<file path="src/rtl/serializer_nbyte.sv">
// Width-down converter: 1/2/4/8-lane words in, one OUT_W lane per cycle out, MSB lane first.
// Valid/ready on both sides; a one-word pending slot keeps back-to-back words bubble-free.
module serializer_nbyte #(
   parameter int unsigned OUT_W     = 8,
   parameter int unsigned MAX_LANES = 4
) (
   input  logic                       clk,
   input  logic                       rst,
   input  logic                       enb,
   input  logic [OUT_W*MAX_LANES-1:0] dataIn,
   input  logic [1:0]                 dataS,
   input  logic                       in_valid,
   output logic                       in_ready,
   output logic [OUT_W-1:0]           dataOut,
   output logic                       out_valid,
   input  logic                       out_ready,
   output logic                       out_last,
   output logic                       busy
);

   localparam int unsigned IN_W  = OUT_W * MAX_LANES;
   localparam int unsigned CNT_W = $clog2(MAX_LANES + 1);

   typedef enum logic {
      ST_IDLE,
      ST_SHIFT
   } state_t;

   state_t                 state_q, state_d;
   logic [IN_W-1:0]        shift_q, shift_d;
   logic [CNT_W-1:0]       cnt_q, cnt_d;
   logic [IN_W-1:0]        pend_q, pend_d;
   logic [CNT_W-1:0]       pend_lanes_q, pend_lanes_d;
   logic                   pend_full_q, pend_full_d;
   logic [OUT_W-1:0]       data_out_q, data_out_d;
   logic                   out_valid_q, out_valid_d;
   logic                   out_last_q, out_last_d;
   logic                   busy_q, busy_d;

   logic                   accept;
   logic                   xfer;
   logic                   load_ev;
   logic                   do_load;
   logic [IN_W-1:0]        load_w;
   logic [CNT_W-1:0]       load_l;
   logic [IN_W-1:0]        aligned;

   // Lane count for a size code, clamped to what the datapath can hold.
   function automatic logic [CNT_W-1:0] lanes_of(input logic [1:0] code);
      int unsigned l;
      l = 32'd1 << code;
      if (l > MAX_LANES) l = MAX_LANES;
      return CNT_W'(l);
   endfunction

   // Move the first lane to the top of the shifter; unused upper bits fall off.
   function automatic logic [IN_W-1:0] align(input logic [IN_W-1:0] w,
                                             input logic [CNT_W-1:0] l);
      return w << (OUT_W * (MAX_LANES - 32'(l)));
   endfunction

   assign in_ready  = enb && !rst && !pend_full_q;
   assign dataOut   = data_out_q;
   assign out_valid = out_valid_q;
   assign out_last  = out_last_q;
   assign busy      = busy_q;

   always_comb begin
      state_d      = state_q;
      shift_d      = shift_q;
      cnt_d        = cnt_q;
      pend_d       = pend_q;
      pend_lanes_d = pend_lanes_q;
      pend_full_d  = pend_full_q;
      data_out_d   = data_out_q;
      do_load      = 1'b0;
      load_w       = '0;
      load_l       = '0;
      aligned      = '0;

      accept  = in_valid && in_ready;
      xfer    = enb && out_valid_q && out_ready;
      load_ev = enb && ((state_q == ST_IDLE) || (xfer && (cnt_q == CNT_W'(1))));

      // Shifter reload: pending slot has priority over a fresh input.
      if (load_ev) begin
         if (pend_full_q) begin
            do_load     = 1'b1;
            load_w      = pend_q;
            load_l      = pend_lanes_q;
            pend_full_d = 1'b0;
         end else if (accept) begin
            do_load = 1'b1;
            load_w  = dataIn;
            load_l  = lanes_of(dataS);
         end
      end

      // Any accepted word not going straight into the shifter parks in the slot.
      if (accept && !(load_ev && !pend_full_q)) begin
         pend_d       = dataIn;
         pend_lanes_d = lanes_of(dataS);
         pend_full_d  = 1'b1;
      end

      if (do_load) begin
         aligned    = align(load_w, load_l);
         data_out_d = aligned[IN_W-1 -: OUT_W];
         shift_d    = aligned << OUT_W;
         cnt_d      = load_l;
         state_d    = ST_SHIFT;
      end else if (load_ev) begin
         cnt_d   = '0;
         state_d = ST_IDLE;
      end else if (xfer) begin
         data_out_d = shift_q[IN_W-1 -: OUT_W];
         shift_d    = shift_q << OUT_W;
         cnt_d      = cnt_q - CNT_W'(1);
      end

      out_valid_d = (state_d == ST_SHIFT);
      out_last_d  = (state_d == ST_SHIFT) && (cnt_d == CNT_W'(1));
      busy_d      = (state_d == ST_SHIFT) || pend_full_d;
   end

   always_ff @(posedge clk or posedge rst) begin
      if (rst) begin
         state_q      <= ST_IDLE;
         shift_q      <= '0;
         cnt_q        <= '0;
         pend_q       <= '0;
         pend_lanes_q <= '0;
         pend_full_q  <= 1'b0;
         data_out_q   <= '0;
         out_valid_q  <= 1'b0;
         out_last_q   <= 1'b0;
         busy_q       <= 1'b0;
      end else begin
         state_q      <= state_d;
         shift_q      <= shift_d;
         cnt_q        <= cnt_d;
         pend_q       <= pend_d;
         pend_lanes_q <= pend_lanes_d;
         pend_full_q  <= pend_full_d;
         data_out_q   <= data_out_d;
         out_valid_q  <= out_valid_d;
         out_last_q   <= out_last_d;
         busy_q       <= busy_d;
      end
   end

endmodule

</file>
<file path="config.mk">
export PLATFORM = sky130hd
export DESIGN_NAME = serializer_nbyte
export DESIGN_NICKNAME = d
export VERILOG_FILES = /design/src/rtl/serializer_nbyte.sv
export SDC_FILE = /design/constraint.sdc
export NUM_CORES = 1
export LEC_CHECK = 0
export ABC_AREA = 1
export BUFFER_PORTS_ARGS = -buffer_cell sky130_fd_sc_hd__buf_2
export CORE_ASPECT_RATIO = 0.9
export CORE_MARGIN = 2
export CORE_UTILIZATION = 48
export CTS_BUF_LIST = sky130_fd_sc_hd__clkbuf_8
export CTS_CLUSTER_DIAMETER = 80
export DETAILED_ROUTE_END_ITERATION = 7
export HOLD_SLACK_MARGIN = 0.03
export PLACE_DENSITY = 0.68
export SLEW_MARGIN = 10
export SYNTH_ARGS = -nofsm -noshare
export SYNTH_HDL_FRONTEND = slang
export SYNTH_SLANG_ARGS = --single-unit
</file>
<file path="constraint.sdc">
create_clock -name clk -period 3.2 [get_ports clk]
set_input_delay 0.16 -clock clk [delete_from_list [all_inputs] [get_ports clk]]
set_output_delay 0.16 -clock clk [all_outputs]
set_load 0.01 [all_outputs]
</file>
==> results.md <==
- Fin. max-slew vios: 0
- Final core utilization: 0.557
- Area of the multi-input gates: ~2100 um2
- P_int: 2.19 mW
- CTS sink cnt: 74
- Flop pwr share: 0.409
- Flop-to-flop setup slack: about 0.4 ns
- Total Routed Length: between 10000 and 15000 um
- Post-Syn Nets: 652
- Post-route ant nets: 0
- Yosys Warn Count: 0
- Syn avg cell area: between 7 and 8 um2
- Kind of critical path: reg2reg
- CTS tree: yes
- Reg2Reg Depth: 15
- Crit-path max cell delay: 0.39 ns
- CP delay by family, top: simple AND/OR/NAND/NOR gates
- Setup_tns: 0 ns
- Gr ovfl total: 0
- Reg-to-Reg End: dataOut[5]
- Seq/Total Area, Yosys: 0.420
- Syn Std Cell Area: ~4400 um2
- CP max FO: 16
- Hold Vio Cnt, Final: 0
- Largest net degree at the start of global routing: 75
- Critical Path RT: between 3 and 4 ns
- CP Capture Type: register
- Net count of the finished layout: 703
- Slowest cell on the critical path: dfrtp_1
- Period utilisation layout: 0.875
- Min-delay worst type: in2reg
- Worst Tran Pin Value: 0.949 ns
- Most frequent CP cell: nand2_1
- Die height: 95.0 um
- Most common cell after layout, fill and taps aside: nand2_1
- H-tree levels: 3
- Setup WS pre-CTS: 0.418 ns
- CP bufs+invs: 3
- Antenna diode count: 0
- Max Buffers Root-to-Sink: 2
- Min Tclk post-route: 2.80 ns
- Chip Width: between 100 and 150 um
- Placed cells: between 700 and 800
- Vias in the first global route: 4111
- Die area: 9980 um2
- Clock transition at the registers of the reported paths: around 0.080 ns
- Via density: roughly 5.3
- Global-route wire length before repair: between 15000 and 20000 um
- Async SR Flop Fraction: 1.00
- Critical Path Source: cnt_q[1]
- Cell Pwr Density: 734 nW/um2
- Starting Density: 0.488
- Routed len/inst: 14.0 um
- PostCTS Resize Cnt: 0
- #FFs+latches synth: 74
- Initial antenna violation count: 0
- 1st-iter DRT viols: 350
- Combinational power share: 0.394
- First-pass detailed-route iteration total: 5
- Post-cts hold buffer count: 15
- Rel. slew slack: 0.367
- Post-route cell area: 5040 um2
- Post-synth EDFFs: 0
- Clock share of power: 0.197
- DRC errors left: 0
- FF-to-FF Start: cnt_q[1]
- Main synth FF type: dfrtp_1
- Fin cells: 787
- Critical path depth: 15
- DR vias: 4164
- Fin Hold WS: 0.0375 ns
- Global placement routability congestion: 0.987
- Clk_lat worst skew: around 0.36 ns
- Dpl hpwl: 7780 um
- Capture point of the critical path: dataOut[5]
- IO Count: 51
- Final count of negative-setup-slack endpoints: 0
- Tot Pwr: 3.70 mW
- Post-Synthesis Cells: 610
- Overall Global Routing Usage: 0.244
- Clock Skews: about 0.01 ns
- Ratio of cells with drive above 1 in the final layout: 0.158
- CP arrival: between 3 and 4 ns
- Register area: 1850 um2
- RSZ-0062 raised after global routing: no
- IO Port Bufs: 50
- Post-CTS setup buffers: 0
- Area Overhead vs Synth: 14.1%
- Core Rows: 33
- Net Switching: approximately 1.5 mW
- Critical Path, Cell by Cell: inv_1 -> ha_1 -> nand3_1 -> nand2_1 -> nand2_4 -> inv_2 -> nand2_2 -> ha_1 -> nand2_1 -> nand3_4 -> nor2_4 -> nand2_1 -> a21oi_1 -> o22ai_1 -> inv_1
- Static Leak: around 2.4 nW
- Most frequent cells in the layout: nand2_1, nand3_1, dfrtp_1
- Sw frac: 0.407
- Num CTS Buffers: 9
- Maximum vdd drop: 0.348 mV
- CP Launch Type: register
- Core footprint: between 9000 and 10000 um2
- Area after DPL: roughly 4700 um2
- Yosys cell types: 33
- Maxcap violations: 0
- Status: completed
- FILL cells: 867
- Root Driver: clkbuf_8
- Max Fclk: roughly 0.36 GHz
- Setup ws final: 0.400 ns
-- per-layer routing --
metal,share of wire,GRT usage,up-vias
met2,0.46,0.398,134
met5,0,0,-
met1,0.46,0.317,1934
met3,0.046,0.0469,31
met4,0.033,0.112,0
li1,-,-,2065
-- cell type report --
| class | instances | area share |
|---|---|---|
| sequential | 74 | 0.368 |
| tap | 122 | 0.0303 |
| inverter | 77 | 0.0581 |
| clock inverter | 5 | 0.0112 |
| timing repair buffer | 75 | 0.0969 |
| clock buffer | 10 | 0.0273 |
| multi-input combinational | 424 | 0.408 |
-- how the worst min path moves through the flow --
stage                           from          to  depth (start not counted)
after floorplan           dataIn[10]  pend_q[10]                          2
after global placement    dataIn[22]  pend_q[22]                          3
after detailed placement  dataIn[15]  pend_q[15]                          3
after CTS                 dataIn[14]  pend_q[14]                          3
after global routing      dataIn[12]  pend_q[12]                          3
final                     dataIn[14]  pend_q[14]                          3
-- power by group through the flow --
| stage | Clock, mW | Sequential (mW) | Combinational [mW] |
|---|---|---|---|
| after floorplan | 0 | 1.50 | 1.07 |
| after global placement | 0 | 1.52 | 1.41 |
| after detailed placement | 0 | 1.53 | 1.44 |
| after CTS | 0.746 | 1.51 | 1.46 |
| after global routing | 0.788 | 1.56 | 1.68 |
| final | 0.728 | 1.51 | 1.46 |
-- worst reg2reg max path, stage by stage, from the launching register on --
cell     delay [ns]
dfrtp_1        0.39
inv_1          0.08
ha_1           0.16
nand3_1        0.08
nand2_1        0.10
nand2_4        0.16
inv_2          0.28
nand2_2        0.15
ha_1           0.23
nand2_1        0.12
nand3_4        0.11
nor2_4         0.33
nand2_1        0.17
a21oi_1        0.21
o22ai_1        0.11
inv_1          0.08
-- cell usage after synthesis (3+ instances only) --
cell | number | share of area
inv_1 | 70 | 0.060
buf_1 | 3 | 0.0026
nor2_4 | 6 | 0.015
nor2_1 | 30 | 0.026
o21ai_1 | 31 | 0.035
dfrtp_1 | 74 | 0.42
buf_6 | 8 | 0.020
nand2_1 | 157 | 0.13
nand2_2 | 4 | 0.0057
ha_1 | 3 | 0.0085
clkbuf_1 | 9 | 0.0077
nand3_1 | 82 | 0.093
o22ai_1 | 4 | 0.0057
inv_2 | 7 | 0.0060
nand4_1 | 3 | 0.0043
a21oi_1 | 23 | 0.026
o21ai_0 | 61 | 0.069
buf_2 | 13 | 0.015
nand3_2 | 4 | 0.0091
-- logic make-up after synthesis --
group | Yosys count | share of synthesized area
AND/OR/NAND/NOR | 295 | 0.305
adder cells (fa/ha/maj) | 3 | 0.00851
buffers and inverters | 112 | 0.114
AO/OA/AOI/OAI | 125 | 0.151
XOR/XNOR | 1 | 0.00199
flip-flops | 74 | 0.420
-- registers in the layout (all words and copies together) (netlist names) --
name	cells
busy	1
cnt_q	3
dataOut	8
out_last	1
out_valid	1
pend_full_q	1
pend_lanes_q	3
pend_q	32
shift_q	24
(Power assumes the default switching activity.)
